===== src/rtl/bldc_pkg.sv =====
// rtl/bldc_pkg.sv - shared BLDC state encoding and electrical-cycle length
package bldc_pkg;

  // One electrical cycle of forced/encoder position, shared with fastModulo1170 users
  localparam int unsigned CYCLE_LENGTH = 1170;
  localparam logic [10:0] POS_MAX      = 11'(CYCLE_LENGTH - 1);

  typedef enum logic [2:0] {
    BLDC_IDLE  = 3'd0,
    BLDC_ALIGN = 3'd1,
    BLDC_RAMP  = 3'd2,
    BLDC_RUN   = 3'd3,
    BLDC_FAULT = 3'd4
  } bldc_state_e;

  localparam logic [2:0] ST_IDLE  = BLDC_IDLE;
  localparam logic [2:0] ST_ALIGN = BLDC_ALIGN;
  localparam logic [2:0] ST_RAMP  = BLDC_RAMP;
  localparam logic [2:0] ST_RUN   = BLDC_RUN;
  localparam logic [2:0] ST_FAULT = BLDC_FAULT;

endpackage


===== src/rtl/position_stepper.sv =====
// rtl/position_stepper.sv - wrapping +/-1 forced position counter over one electrical cycle
module position_stepper
  import bldc_pkg::*;
(
  input  logic        clk,
  input  logic        reset,
  input  logic        clear,
  input  logic        step,
  input  logic        direction,
  output logic [10:0] position
);

  logic [10:0] pos_q, pos_d;

  always_comb begin
    pos_d = pos_q;
    if (clear) begin
      pos_d = '0;
    end else if (step) begin
      if (direction) begin
        pos_d = (pos_q == '0) ? POS_MAX : pos_q - 11'd1;
      end else begin
        pos_d = (pos_q == POS_MAX) ? '0 : pos_q + 11'd1;
      end
    end
  end

  always_ff @(posedge clk) begin
    if (reset) begin
      pos_q <= '0;
    end else begin
      pos_q <= pos_d;
    end
  end

  assign position = pos_q;

endmodule


===== src/rtl/bldc_startup_sequencer.sv =====
// rtl/bldc_startup_sequencer.sv - BLDC start-up: rotor align, forced ramp, closed-loop run, stall fault
module bldc_startup_sequencer
  import bldc_pkg::*;
#(
  parameter int unsigned       ALIGN_CYCLES     = 1_000_000,
  parameter logic signed [9:0] ALIGN_GAIN       = 10'sd200,
  parameter int unsigned       RAMP_STEP_CYCLES = 5000,
  parameter int unsigned       RAMP_STEPS       = 2340,
  parameter int unsigned       STALL_CYCLES     = 2_000_000
) (
  input  logic              clk,
  input  logic              reset,
  input  logic              enable,
  input  logic              direction,
  input  logic              encoder_change,
  input  logic signed [9:0] loop_gain,
  output logic signed [9:0] output_gain,
  output logic [10:0]       forced_position,
  output logic              use_forced_position,
  output logic              loop_enable,
  output logic              reset_encoder_count,
  output logic              fault,
  output logic [2:0]        state
);

  localparam logic [23:0] ALIGN_LOAD = 24'(ALIGN_CYCLES - 1);
  localparam logic [23:0] STEP_LOAD  = 24'(RAMP_STEP_CYCLES - 1);
  localparam logic [23:0] STALL_LAST = 24'(STALL_CYCLES - 1);
  localparam logic [15:0] STEPS_DONE = 16'(RAMP_STEPS);

  logic [2:0]        state_q, state_d;
  logic [23:0]       timer_q, timer_d;
  logic [23:0]       stall_q, stall_d;
  logic [15:0]       step_cnt_q, step_cnt_d;
  logic              dir_q, dir_d;
  logic signed [9:0] gain_q, gain_d;
  logic              use_forced_q, use_forced_d;
  logic              loop_en_q, loop_en_d;
  logic              rst_enc_q, rst_enc_d;
  logic              fault_q, fault_d;
  logic              step_pos, clear_pos;

  always_comb begin
    state_d    = state_q;
    timer_d    = timer_q;
    stall_d    = stall_q;
    step_cnt_d = step_cnt_q;
    dir_d      = dir_q;
    step_pos   = 1'b0;

    case (state_q)
      ST_IDLE: begin
        if (enable) begin
          state_d = ST_ALIGN;
          dir_d   = direction;
          timer_d = ALIGN_LOAD;
        end
      end
      ST_ALIGN: begin
        if (timer_q == '0) begin
          state_d    = ST_RAMP;
          timer_d    = STEP_LOAD;
          step_cnt_d = '0;
        end else begin
          timer_d = timer_q - 24'd1;
        end
      end
      ST_RAMP: begin
        if (step_cnt_q == STEPS_DONE) begin
          state_d = ST_RUN;
          stall_d = '0;
        end else if (timer_q == '0) begin
          step_pos   = 1'b1;
          step_cnt_d = step_cnt_q + 16'd1;
          timer_d    = STEP_LOAD;
        end else begin
          timer_d = timer_q - 24'd1;
        end
      end
      ST_RUN: begin
        // An encoder tick on the terminal cycle still counts as motion
        if (encoder_change) begin
          stall_d = '0;
        end else if (stall_q == STALL_LAST) begin
          state_d = ST_FAULT;
        end else begin
          stall_d = stall_q + 24'd1;
        end
      end
      ST_FAULT: begin
        if (!enable) begin
          state_d = ST_IDLE;
        end
      end
      default: state_d = ST_IDLE;
    endcase

    if (!enable && (state_q == ST_ALIGN || state_q == ST_RAMP || state_q == ST_RUN)) begin
      state_d  = ST_IDLE;
      step_pos = 1'b0;
    end

    if (state_d == ST_IDLE) begin
      timer_d    = '0;
      stall_d    = '0;
      step_cnt_d = '0;
    end

    // Outputs are registered from the next state so they line up with state
    case (state_d)
      ST_ALIGN, ST_RAMP: gain_d = ALIGN_GAIN;
      ST_RUN:            gain_d = loop_gain;
      default:           gain_d = '0;
    endcase
    use_forced_d = (state_d != ST_RUN);
    loop_en_d    = (state_d == ST_RUN);
    rst_enc_d    = (state_q == ST_ALIGN) && (state_d == ST_RAMP);
    fault_d      = (state_d == ST_FAULT);
    clear_pos    = (state_d == ST_IDLE) || (state_d == ST_ALIGN);
  end

  always_ff @(posedge clk) begin
    if (reset) begin
      state_q      <= ST_IDLE;
      timer_q      <= '0;
      stall_q      <= '0;
      step_cnt_q   <= '0;
      dir_q        <= 1'b0;
      gain_q       <= '0;
      use_forced_q <= 1'b1;
      loop_en_q    <= 1'b0;
      rst_enc_q    <= 1'b0;
      fault_q      <= 1'b0;
    end else begin
      state_q      <= state_d;
      timer_q      <= timer_d;
      stall_q      <= stall_d;
      step_cnt_q   <= step_cnt_d;
      dir_q        <= dir_d;
      gain_q       <= gain_d;
      use_forced_q <= use_forced_d;
      loop_en_q    <= loop_en_d;
      rst_enc_q    <= rst_enc_d;
      fault_q      <= fault_d;
    end
  end

  position_stepper u_stepper (
    .clk       (clk),
    .reset     (reset),
    .clear     (clear_pos),
    .step      (step_pos),
    .direction (dir_q),
    .position  (forced_position)
  );

  assign state               = state_q;
  assign output_gain         = gain_q;
  assign use_forced_position = use_forced_q;
  assign loop_enable         = loop_en_q;
  assign reset_encoder_count = rst_enc_q;
  assign fault               = fault_q;

endmodule

===== config.mk =====
export PLATFORM = sky130hd
export DESIGN_NAME = bldc_startup_sequencer
export DESIGN_NICKNAME = d
export VERILOG_FILES = /design/src/rtl/bldc_pkg.sv /design/src/rtl/position_stepper.sv /design/src/rtl/bldc_startup_sequencer.sv
export SDC_FILE = /design/constraint.sdc
export NUM_CORES = 1
export LEC_CHECK = 0
export BUFFER_PORTS_ARGS = -buffer_cell sky130_fd_sc_hd__buf_2
export CAP_MARGIN = 20
export CORE_MARGIN = 2
export CORE_UTILIZATION = 35
export CTS_CLUSTER_DIAMETER = 100
export DETAILED_ROUTE_END_ITERATION = 10
export HOLD_SLACK_MARGIN = 0.03
export PLACE_DENSITY = 0.61
export SYNTH_ARGS = -nofsm -noshare
export SYNTH_HDL_FRONTEND = slang
export SYNTH_HIERARCHICAL = 1
export SYNTH_SLANG_ARGS = --single-unit

===== constraint.sdc =====
create_clock -name clk -period 3.4 [get_ports clk]
set_input_delay 0.68 -clock clk [delete_from_list [all_inputs] [get_ports clk]]
set_output_delay 0.68 -clock clk [all_outputs]
set_load 0.03 [all_outputs]

==> results.yml, run 1 <==
outcome:
  run_status: "finished clean"
die:
  die_area_mm2: 0.0162
  row_count: 45
  start_util_pct: 35.5
  dieHeight_um: 127
  io_pins: 43
  die_w_um: 127
  core_area_mm2: 0.0150
yosys:
  synth_area_mm2: 0.00533
  yosysTopAreaCell: "dfxtp_1"
  synth-edff-count: 0
  async_flop_share_pct: 0
  netlist.area_leader.share_pct: 34.9
  synthCells: 672
  synth_ff_type: "dfxtp_1"
  synth.distinct_cells: 75
  ys_ff_latch: 93
  syn_area_per_cell_um2: 7.93
  syn-num-nets: 695
  seq_area_frac_synth_pct: 34.9
  ys_warn_count: 6
  synth.area.top_cells: "dfxtp_1 35%, a21oi_1 5.4%, nor2_1 4.6%, o21ai_0 4.2%, nor3_1 4.0%"
worst_setup_path:
  cp_max_fo: 12
  criticalPathCategory: "register to register"
  cp-startpoint: "timer_q[0]"
  r2r-start: "timer_q[0]"
  end_kind: "register"
  setup.worst_path.start_class: "register"
  worst_ep_required_time_ns: 3.68
  worstPathArrival_ns: 3.46
job:
  max_cap_violations: 0
routing:
  drtIter0Drc: 529
  ant_nets: 0
  wl_per_cell_um: 15.8
  routed_via_density: 5.90
  dr.pass1.iters: 5
  drc: 0
  routed_wl_um: 14200
  vias: 5283
clock_tree:
  ctsHoldBuffers: 0
  cts_setup_buffers: 0
  clkLatencyLatePin_ns: 0.35
  cts_sinks: 93
  cts_root_buf: "clkbuf_16"
  cts_tree: "yes"
  cts_buffers: 9
  clock_path_buffers: 2
  cts_resized: 0
  cts_max_level: 3
  clk_pin_slew_ns: 0.07
final_layout:
  nets: 726
  nFillCells: 1519
  area_growth_pct: 14.2
  diodes: 0
  layout-drive-gt1-share_pct: 15.7
sta:
  hold_viol_final: 0
  tightest_slew_ns: 0.912
  tns_ns: 0
  finalCritPeriodShare_pct: 93.4
  period_needed_ns: 3.18
  setup_violations: 0
  slew_viol_final: 0
  max_freq_ghz: 0.315
  clock_skew_ns: 0.00965
  max_slew_margin_pct: 39.1
  grt_setup_unrepaired: "false"
placement:
  hpwl_um: 9730
  io_buffer_count: 42
  place.gp.congestion: 0.899
power_and_ir_drop:
  ir_worst_vdd_v: 0.000258
  power_uw: 3000
  p_leak_uw: 0.00204
  pwr_density_cell_mw_per_mm2: 493
worst_hold_path:
  min_from: "timer_q[23]"
  hp-class: "register to register"
global_route:
  grt_usage_pct: 17.5
  antenna_found_initial: 0
  grt_max_degree: 27
  grt_pass1_vias: 4827
  overflow: 0
  grt_pass1_wl_um: 23500
[layout by cell type (no fill, tap or decap), types with 9 or more instances in the layout]
| master | count |
|---|---|
| a21oi_1 | 57 |
| a31oi_1 | 21 |
| and2_1 | 10 |
| and3_1 | 9 |
| buf_2 | 42 |
| buf_4 | 15 |
| clkbuf_16 | 9 |
| dfxtp_1 | 93 |
| inv_1 | 18 |
| nand2_1 | 49 |
| nand3_1 | 31 |
| nand4_1 | 19 |
| nor2_1 | 65 |
| nor3_1 | 43 |
| nor4_1 | 12 |
| o21ai_0 | 45 |
| xnor2_1 | 13 |
[final timing paths]
| path | to | slack, ns | depth (start not counted) |
|---|---|---|---|
| hold / removal | timer_q[23] | 0.49 | 2 |
| setup reg to reg | u_stepper/position[10] | 0.22 | 12 |
| hold reg to reg | timer_q[23] | 0.49 | 2 |
| setup / recovery | u_stepper/position[10] | 0.22 | 12 |
[registers in the layout (all words and copies together), names as in the netlist]
name / count
stall_q: 24
timer_q: 24
step_cnt_q: 16
u_stepper/position: 11
output_gain: 10
state: 3
dir_q: 1
fault: 1
loop_enable: 1
reset_encoder_count: 1
use_forced_position: 1
[final cells by class]
type	count	area, µm²	area share [%]
inverters	21	78.8	1.29
multi-input cells	521	3200	52.5
well taps	188	235	3.86
repair buffers	57	323	5.30
clock buffers	9	225	3.70
flip-flops and latches	93	1860	30.6
clock inverters	7	168	2.75
[routing by layer]
| layer | GRT usage, % | wire [µm] | vias to the layer above |
|---|---|---|---|
| li1 | - | - | 2570 |
| met1 | 23.2 | 6580 | 2538 |
| met2 | 28.3 | 6760 | 155 |
| met3 | 2.55 | 592 | 20 |
| met4 | 7.50 | 253 | 0 |
| met5 | 0 | 0 | - |
[report_power, final]
group / internal (µW) / switching [µW] / leakage (µW) / total [µW]
logic: 177 / 341 / 0.00110 / 518
registers: 1120 / 38.7 / 0.000752 / 1160
clock network: 873 / 451 / 0.000191 / 1320
total: 2170 / 830 / 0.00204 / 3000
[Yosys cell counts, types with 5 or more instances]
library cell / instances
and2_1: 10
buf_2: 10
ha_1: 8
or2_2: 5
nand3b_1: 5
inv_1: 18
nand4_1: 19
nor4_1: 12
a211oi_1: 7
dfxtp_1: 93
nor2_1: 65
nor3b_1: 5
nand3_1: 31
a21oi_1: 57
or3_1: 7
nor3_1: 43
o21ai_1: 6
clkbuf_1: 18
a31oi_1: 21
nand2b_1: 6
a311oi_1: 6
o21ai_0: 45
and3_1: 9
nand2_1: 49
xnor2_1: 13
or4_1: 6
[worst max-delay path, cell delays in order, from the launching register on]
cell	delay (ns)
dfxtp_1	0.34
inv_1	0.07
ha_1	0.20
or3b_2	0.55
nor2_1	0.14
nand4_1	0.14
nor4_1	0.29
buf_4	0.23
inv_1	0.19
or3_1	0.45
nor4_1	0.25
a21oi_1	0.08
a31oi_1	0.17
[per-stage QoR]
step	std cells	hold WS [ns]	setup WS, ns	cell area, µm²	util [%]
3_5_place_dp	880	0.487	0.291	5700	37.9
2_1_floorplan	672	0.445	0.662	5330	-
3_3_place_gp	880	0.463	0.352	5700	37.9
4_1_cts	896	0.497	0.274	6090	40.5
6_report	896	0.495	0.225	6090	40.5
5_1_grt	896	0.518	0.0462	6090	40.5
[logic make-up (layout without fill, tap and decap cells)]
| kind of cell | count (synthesis) | in the layout | share of synthesized area (%) |
|---|---|---|---|
| AND/OR/NAND/NOR | 303 | 303 | 31.6 |
| AO/OA/AOI/OAI | 193 | 193 | 23.7 |
| flip-flops | 93 | 93 | 34.9 |
| buffers and inverters | 58 | 94 | 5.09 |
| XOR/XNOR | 14 | 14 | 2.30 |
| adder cells (fa/ha/maj) | 8 | 8 | 1.88 |
| multiplexers | 3 | 3 | 0.563 |
Power figures use the tool's default switching activity.
==> run 2: changes to the inputs <==
--- a/config.mk
+++ b/config.mk
@@ -8,11 +8,11 @@
 export BUFFER_PORTS_ARGS = -buffer_cell sky130_fd_sc_hd__buf_2
 export CAP_MARGIN = 20
 export CORE_MARGIN = 2
-export CORE_UTILIZATION = 35
+export CORE_UTILIZATION = 55
 export CTS_CLUSTER_DIAMETER = 100
 export DETAILED_ROUTE_END_ITERATION = 10
 export HOLD_SLACK_MARGIN = 0.03
-export PLACE_DENSITY = 0.61
+export PLACE_DENSITY = 0.84
 export SYNTH_ARGS = -nofsm -noshare
 export SYNTH_HDL_FRONTEND = slang
 export SYNTH_HIERARCHICAL = 1
==> run 2 against run 1 <==
  * Clock skew barely moved
  * Total power fell by 19%
  * Final cell count fell by 6.3%
  * Sequential power barely moved
  * Non-clock buffer count rose by 3
  * Design area fell by 3.8%
  * Via count rose by 1.6%
  * Routed wire length fell by 3.8%
  * Clock-buffer cell count rose by 2
==> results.yml, run 2 (synthesized netlist as in run 1, its figures left out) <==
final_layout:
  area_growth_pct: 9.86
  fin_area_mm2: 0.00586
  diodes: 0
  layout_commonest_cell: "dfxtp_1"
  nFillCells: 815
  reg.largest.list: "stall_q (24), timer_q (24), step_cnt_q (16)"
  nets: 729
  layout-drive-gt1-share_pct: 16.2
  final_cell_mix: "93 x dfxtp_1, 65 x nor2_1, 57 x a21oi_1"
worst_setup_path:
  r2r-end: "u_stepper/position[7]"
  r2r-start: "timer_q[0]"
  cp_max_fo: 12
  criticalPathCategory: "register to register"
  setup.worst_path.start_class: "register"
  reg2regPathDepth: 12
  worstPathArrival_ns: 3.41
  reg2reg_setup_slack_ns: 0.28
  worst_ep_required_time_ns: 3.69
  end_kind: "register"
clock_tree:
  clock_path_buffers: 2
  ctsHoldBuffers: 0
  clkLatencyLatePin_ns: 0.36
  cts_max_level: 3
  cts_buffers: 9
  clk_pin_slew_ns: 0.09
  cts_tree: "yes"
  cts_sinks: 93
  cts_root_buf: "clkbuf_8"
sta:
  clock_skew_ns: 0.00978
  slew_viol_final: 0
  setup_violations: 0
  period_needed_ns: 3.12
  hold_viol_final: 0
  max_freq_ghz: 0.321
  tns_ns: 0
  finalCritPeriodShare_pct: 91.7
  tightest_slew_ns: 0.739
  setup_ws_ns: 0.281
  fin_hold_ws_ns: 0.500
  max_slew_margin_pct: 50.3
  grt_setup_unrepaired: "false"
global_route:
  antenna_found_initial: 0
  overflow: 0
  grt_pass1_wl_um: 22000
  grt_pass1_vias: 4781
  grt_usage_pct: 25.8
  grt_max_degree: 38
placement:
  dpl_cell_area_mm2: 0.00562
  place_ws_ns: 0.265
  io_buffer_count: 42
  place.gp.congestion: 0.937
  hpwl_um: 9520
die:
  io_pins: 43
  row_count: 35
  start_util_pct: 57.2
  die_w_um: 102
  core_area_mm2: 0.00933
  die_area_mm2: 0.0105
  dieHeight_um: 102
routing:
  ant_nets: 0
  drtIter0Drc: 433
  vias: 5370
  routed_via_density: 6.39
  wl_per_cell_um: 16.2
  drc: 0
  dr.pass1.iters: 5
  routed_wl_um: 13600
outcome:
  run_status: "finished clean"
power_and_ir_drop:
  ir_worst_vdd_v: 0.000237
  pwr_density_cell_mw_per_mm2: 413
  p_leak_uw: 0.00196
worst_hold_path:
  holdPathEnd: "timer_q[11]"
  min_from: "timer_q[11]"
  min_path_cells: 2
  hp-class: "register to register"
job:
  max_cap_violations: 0
## run 2: repair_timing
item                                    4_1_cts  5_1_grt
resized for setup                             0        2
endpoints found under the setup margin        0        1
buffers inserted                              0        4
## run 2: final cells by class
cell class / count / area (µm²) / share of cell area (%)
multi-input cells: 521 / 3200 / 54.7
flip-flops and latches: 93 / 1860 / 31.8
repair buffers: 60 / 345 / 5.90
well taps: 129 / 161 / 2.76
clock buffers: 11 / 141 / 2.41
inverters: 21 / 82.6 / 1.41
clock inverters: 5 / 60.1 / 1.03
## run 2: stage by stage
step | total power, µW | std cells | util (%)
after global routing | 2530 | 840 | 62.8
after floorplan | 1540 | 672 | -
final | 2420 | 840 | 62.8
after global placement | 1670 | 820 | 60.2
after CTS | 2420 | 836 | 62.4
after detailed placement | 1690 | 820 | 60.2
## run 2: worst max path at each step
| stage | startpoint | end | slack (ns) | depth (start not counted) |
|---|---|---|---|---|
| floorplan | timer_q[0] | u_stepper/position[8] | 0.66 | 13 |
| global placement | timer_q[0] | u_stepper/position[10] | 0.41 | 12 |
| detailed placement | timer_q[0] | u_stepper/position[10] | 0.26 | 12 |
| CTS | timer_q[0] | u_stepper/position[10] | 0.23 | 12 |
| global route | timer_q[0] | u_stepper/position[5] | 0.13 | 13 |
| finish | timer_q[0] | u_stepper/position[7] | 0.28 | 12 |
## run 2: layer usage
metal  vias to the layer above  global-route usage (%)  part of all wire, %
met3                        22                    3.97                  6.7
met5                         -                       0                    0
met4                         0                    11.3                  1.5
met1                      2540                    32.9                   42
met2                       236                    43.1                   50
li1                       2572                       -                    -
## run 2: worst max-delay path: stages (launching register included)
cell and delay (ns):
dfxtp_1 0.35, inv_1 0.06, ha_1 0.20, or3b_2 0.55, nor2_1 0.14, nand4_1 0.15
nor4_2 0.29, buf_4 0.23, clkinvlp_4 0.10, buf_4 0.16, buf_4 0.14, or4_1 0.50
a31oi_1 0.16
## run 2: power by group
group | internal, µW | switching [µW]
Clock | 361 | 381
Sequential | 1120 | 38.8
Combinational | 172 | 344
==> run 3: changes to the inputs <==
--- a/config.mk
+++ b/config.mk
@@ -5,10 +5,12 @@
 export SDC_FILE = /design/constraint.sdc
 export NUM_CORES = 1
 export LEC_CHECK = 0
+export ABC_AREA = 1
 export BUFFER_PORTS_ARGS = -buffer_cell sky130_fd_sc_hd__buf_2
 export CAP_MARGIN = 20
 export CORE_MARGIN = 2
 export CORE_UTILIZATION = 55
+export CTS_BUF_LIST = sky130_fd_sc_hd__clkbuf_4 sky130_fd_sc_hd__clkbuf_8
 export CTS_CLUSTER_DIAMETER = 100
 export DETAILED_ROUTE_END_ITERATION = 10
 export HOLD_SLACK_MARGIN = 0.03
==> run 3 against run 2 <==
  * Sequential share of layout area decreased by 3.7 points
  * Design area increased by 13%
  * Via count is 14% higher
  * First-iteration DRC count grew 26%
  * Setup slack improved by 0.39 ns
  * Hold slack improved by 0.026 ns
  * Sequential power up 16%
  * Total power up 82%
  * Flip-flop and latch count is the same
==> results.yml, run 3 <==
outcome:
  run_status: "finished clean"
yosys:
  seq_area_frac_synth_pct: 30.0
  ys_warn_count: 6
  yosysTopAreaCell: "dfxtp_1"
  ys_ff_latch: 93
  synth-edff-count: 0
  synthCells: 969
  synth.distinct_cells: 45
  synthTopCellsByCount: "190 x nand2_1, 174 x nor2_1, 126 x inv_1, 93 x dfxtp_1, 74 x nand3_1"
  synth_area_mm2: 0.00620
  netlist.area_leader.share_pct: 30.0
  async_flop_share_pct: 0
  syn_area_per_cell_um2: 6.40
  synth.area.top_cells: "dfxtp_1 30%, nand2_1 12%, nor2_1 11%, inv_1 7.6%, nand3_1 6.0%"
  synth_ff_type: "dfxtp_1"
  syn-num-nets: 992
  yosys.cell_count.top_type: "nand2_1"
global_route:
  grt_pass1_vias: 5381
  overflow: 0
  grt_usage_pct: 23.9
  grt_max_degree: 38
  grt_pass1_wl_um: 23600
  antenna_found_initial: 0
routing:
  ant_nets: 0
  routed_wl_um: 14100
  dr.pass1.iters: 5
  met3WireLength_um: 828
  topRoutingLayerUsed: "met4"
  drc: 0
  met2_wirelength_um: 6630
  routed_via_density: 5.35
  met1Wirelength_um: 6390
  wl_per_cell_um: 12.3
  vias: 6147
  drtIter0Drc: 544
sta:
  clock_skew_ns: 0.00912
  setup_violations: 0
  slew_viol_final: 0
  tightest_slew_ns: 0.659
  hold_viol_final: 0
  fin_hold_ws_ns: 0.526
  tns_ns: 0
  period_needed_ns: 2.73
  max_slew_margin_pct: 56.0
  finalCritPeriodShare_pct: 80.3
  grt_setup_unrepaired: "false"
  max_freq_ghz: 0.366
worst_setup_path:
  cp_max_fo: 25
  r2r-end: "u_stepper/position[7]"
  cp_common_cell: "nor2_1"
  cp-startpoint: "step_cnt_q[0]"
  end_kind: "register"
  worstPathArrival_ns: 3.05
  criticalPathCategory: "register to register"
  cpLargestDelayFamily: "simple AND/OR/NAND/NOR gates"
  crit_buf_inv: 3
  max_stage_delay_ns: 0.38
  r2r-start: "step_cnt_q[0]"
  crit_chain: "inv_1 -> ha_1 -> nand4_1 -> nor2_1 -> nand3_2 -> nand2_4 -> nor2_1 -> nor2_1 -> o22ai_1 -> nor2_1 -> inv_1 -> a21oi_1 -> nand2_1 -> inv_1"
  setup.worst_path.start_class: "register"
  reg2regPathDepth: 14
  worst_ep_required_time_ns: 3.72
  reg2reg_setup_slack_ns: 0.67
  slowest_stage: "nor2_1"
die:
  row_count: 38
  start_util_pct: 56.7
  dieHeight_um: 110
  io_pins: 43
  die_area_mm2: 0.0121
  die_w_um: 110
  core_area_mm2: 0.0109
power_and_ir_drop:
  p_leak_uw: 0.00281
  pwr_density_cell_mw_per_mm2: 663
  ir_worst_vdd_v: 0.000430
final_layout:
  seq_area_mm2: 0.00186
  diodes: 0
  area_growth_pct: 7.03
  layout-drive-gt1-share_pct: 15.0
  reg.largest.list: "stall_q (24), timer_q (24), step_cnt_q (16)"
  layout_commonest_cell: "nand2_1"
  nets: 1028
  multi_input_area_mm2: 0.00364
  final_cell_mix: "190 x nand2_1, 174 x nor2_1, 126 x inv_1"
  nFillCells: 1044
placement:
  hpwl_um: 10400
  place.gp.congestion: 0.927
  io_buffer_count: 42
clock_tree:
  cts_root_buf: "clkbuf_8"
  ctsHoldBuffers: 0
  clk_pin_slew_ns: 0.09
  cts_tree: "yes"
  cts_sinks: 93
  cts_max_level: 3
  cts_setup_buffers: 0
  cts_resized: 0
  cts_buffers: 9
  clock_path_buffers: 2
  clkLatencyLatePin_ns: 0.36
job:
  max_cap_violations: 0
worst_hold_path:
  hp-class: "input pin to register"
  min_path_cells: 3
  holdPathEnd: "output_gain[0]"
  min_from: "loop_gain[0]"
==> run 3: routing by layer <==
metal | vias to the layer above | GRT usage, %
met4 | 0 | 8.66
met5 | - | 0
met3 | 25 | 3.41
met2 | 193 | 40.1
li1 | 3166 | -
met1 | 2763 | 31.2
==> run 3: worst max-delay path by stage <==
| stage | cells past startpoint | slack (ns) | endpoint |
|---|---|---|---|
| 5_1_grt | 14 | 0.30 | u_stepper/position[5] |
| 3_3_place_gp | 17 | 0.62 | u_stepper/position[1] |
| 2_1_floorplan | 12 | 1.23 | u_stepper/position[1] |
| 6_report | 14 | 0.67 | u_stepper/position[7] |
| 4_1_cts | 14 | 0.72 | u_stepper/position[5] |
| 3_5_place_dp | 17 | 0.55 | u_stepper/position[5] |
==> run 3: layout make-up <==
cell class              instances  share of cell area, %
multi-input cells             716                   54.9
flip-flops and latches         93                   28.1
inverters                     137                   7.79
repair buffers                 48                   4.04
well taps                     140                   2.64
clock buffers                  11                   2.19
clock inverters                 4                  0.377
==> run 3: logic make-up after synthesis <==
group           Yosys count  synth area share [%]
xor+xnor                 24                  3.39
simple gates            568                  42.7
fa+ha+maj                 8                  1.62
compound gates          116                  10.9
buf+inv                 160                  11.3
flops                    93                  30.0
==> run 3: worst register-to-register path, stage by stage (launching register included) <==
cell	delay [ns]
dfxtp_1	0.35
inv_1	0.10
ha_1	0.15
nand4_1	0.09
nor2_1	0.20
nand3_2	0.17
nand2_4	0.27
nor2_1	0.07
nor2_1	0.31
o22ai_1	0.12
nor2_1	0.38
inv_1	0.18
a21oi_1	0.17
nand2_1	0.07
inv_1	0.05
==> run 3: report_power, final <==
group / switching (µW) / internal (µW) / total (µW)
sequential: 130 / 1220 / 1350
clock: 387 / 288 / 675
combinational: 1630 / 748 / 2380
total: 2150 / 2250 / 4400
==> run 3: stage by stage <==
stage	cell area, µm²	utilization, %	cells	power [µW]	setup WS [ns]
3_3_place_gp	6460	59.1	1134	3670	0.615
4_1_cts	6630	60.7	1149	4400	0.722
2_1_floorplan	6200	-	969	3220	1.23
5_1_grt	6630	60.7	1149	4760	0.299
3_5_place_dp	6460	59.1	1134	3720	0.550
6_report	6630	60.7	1149	4400	0.671
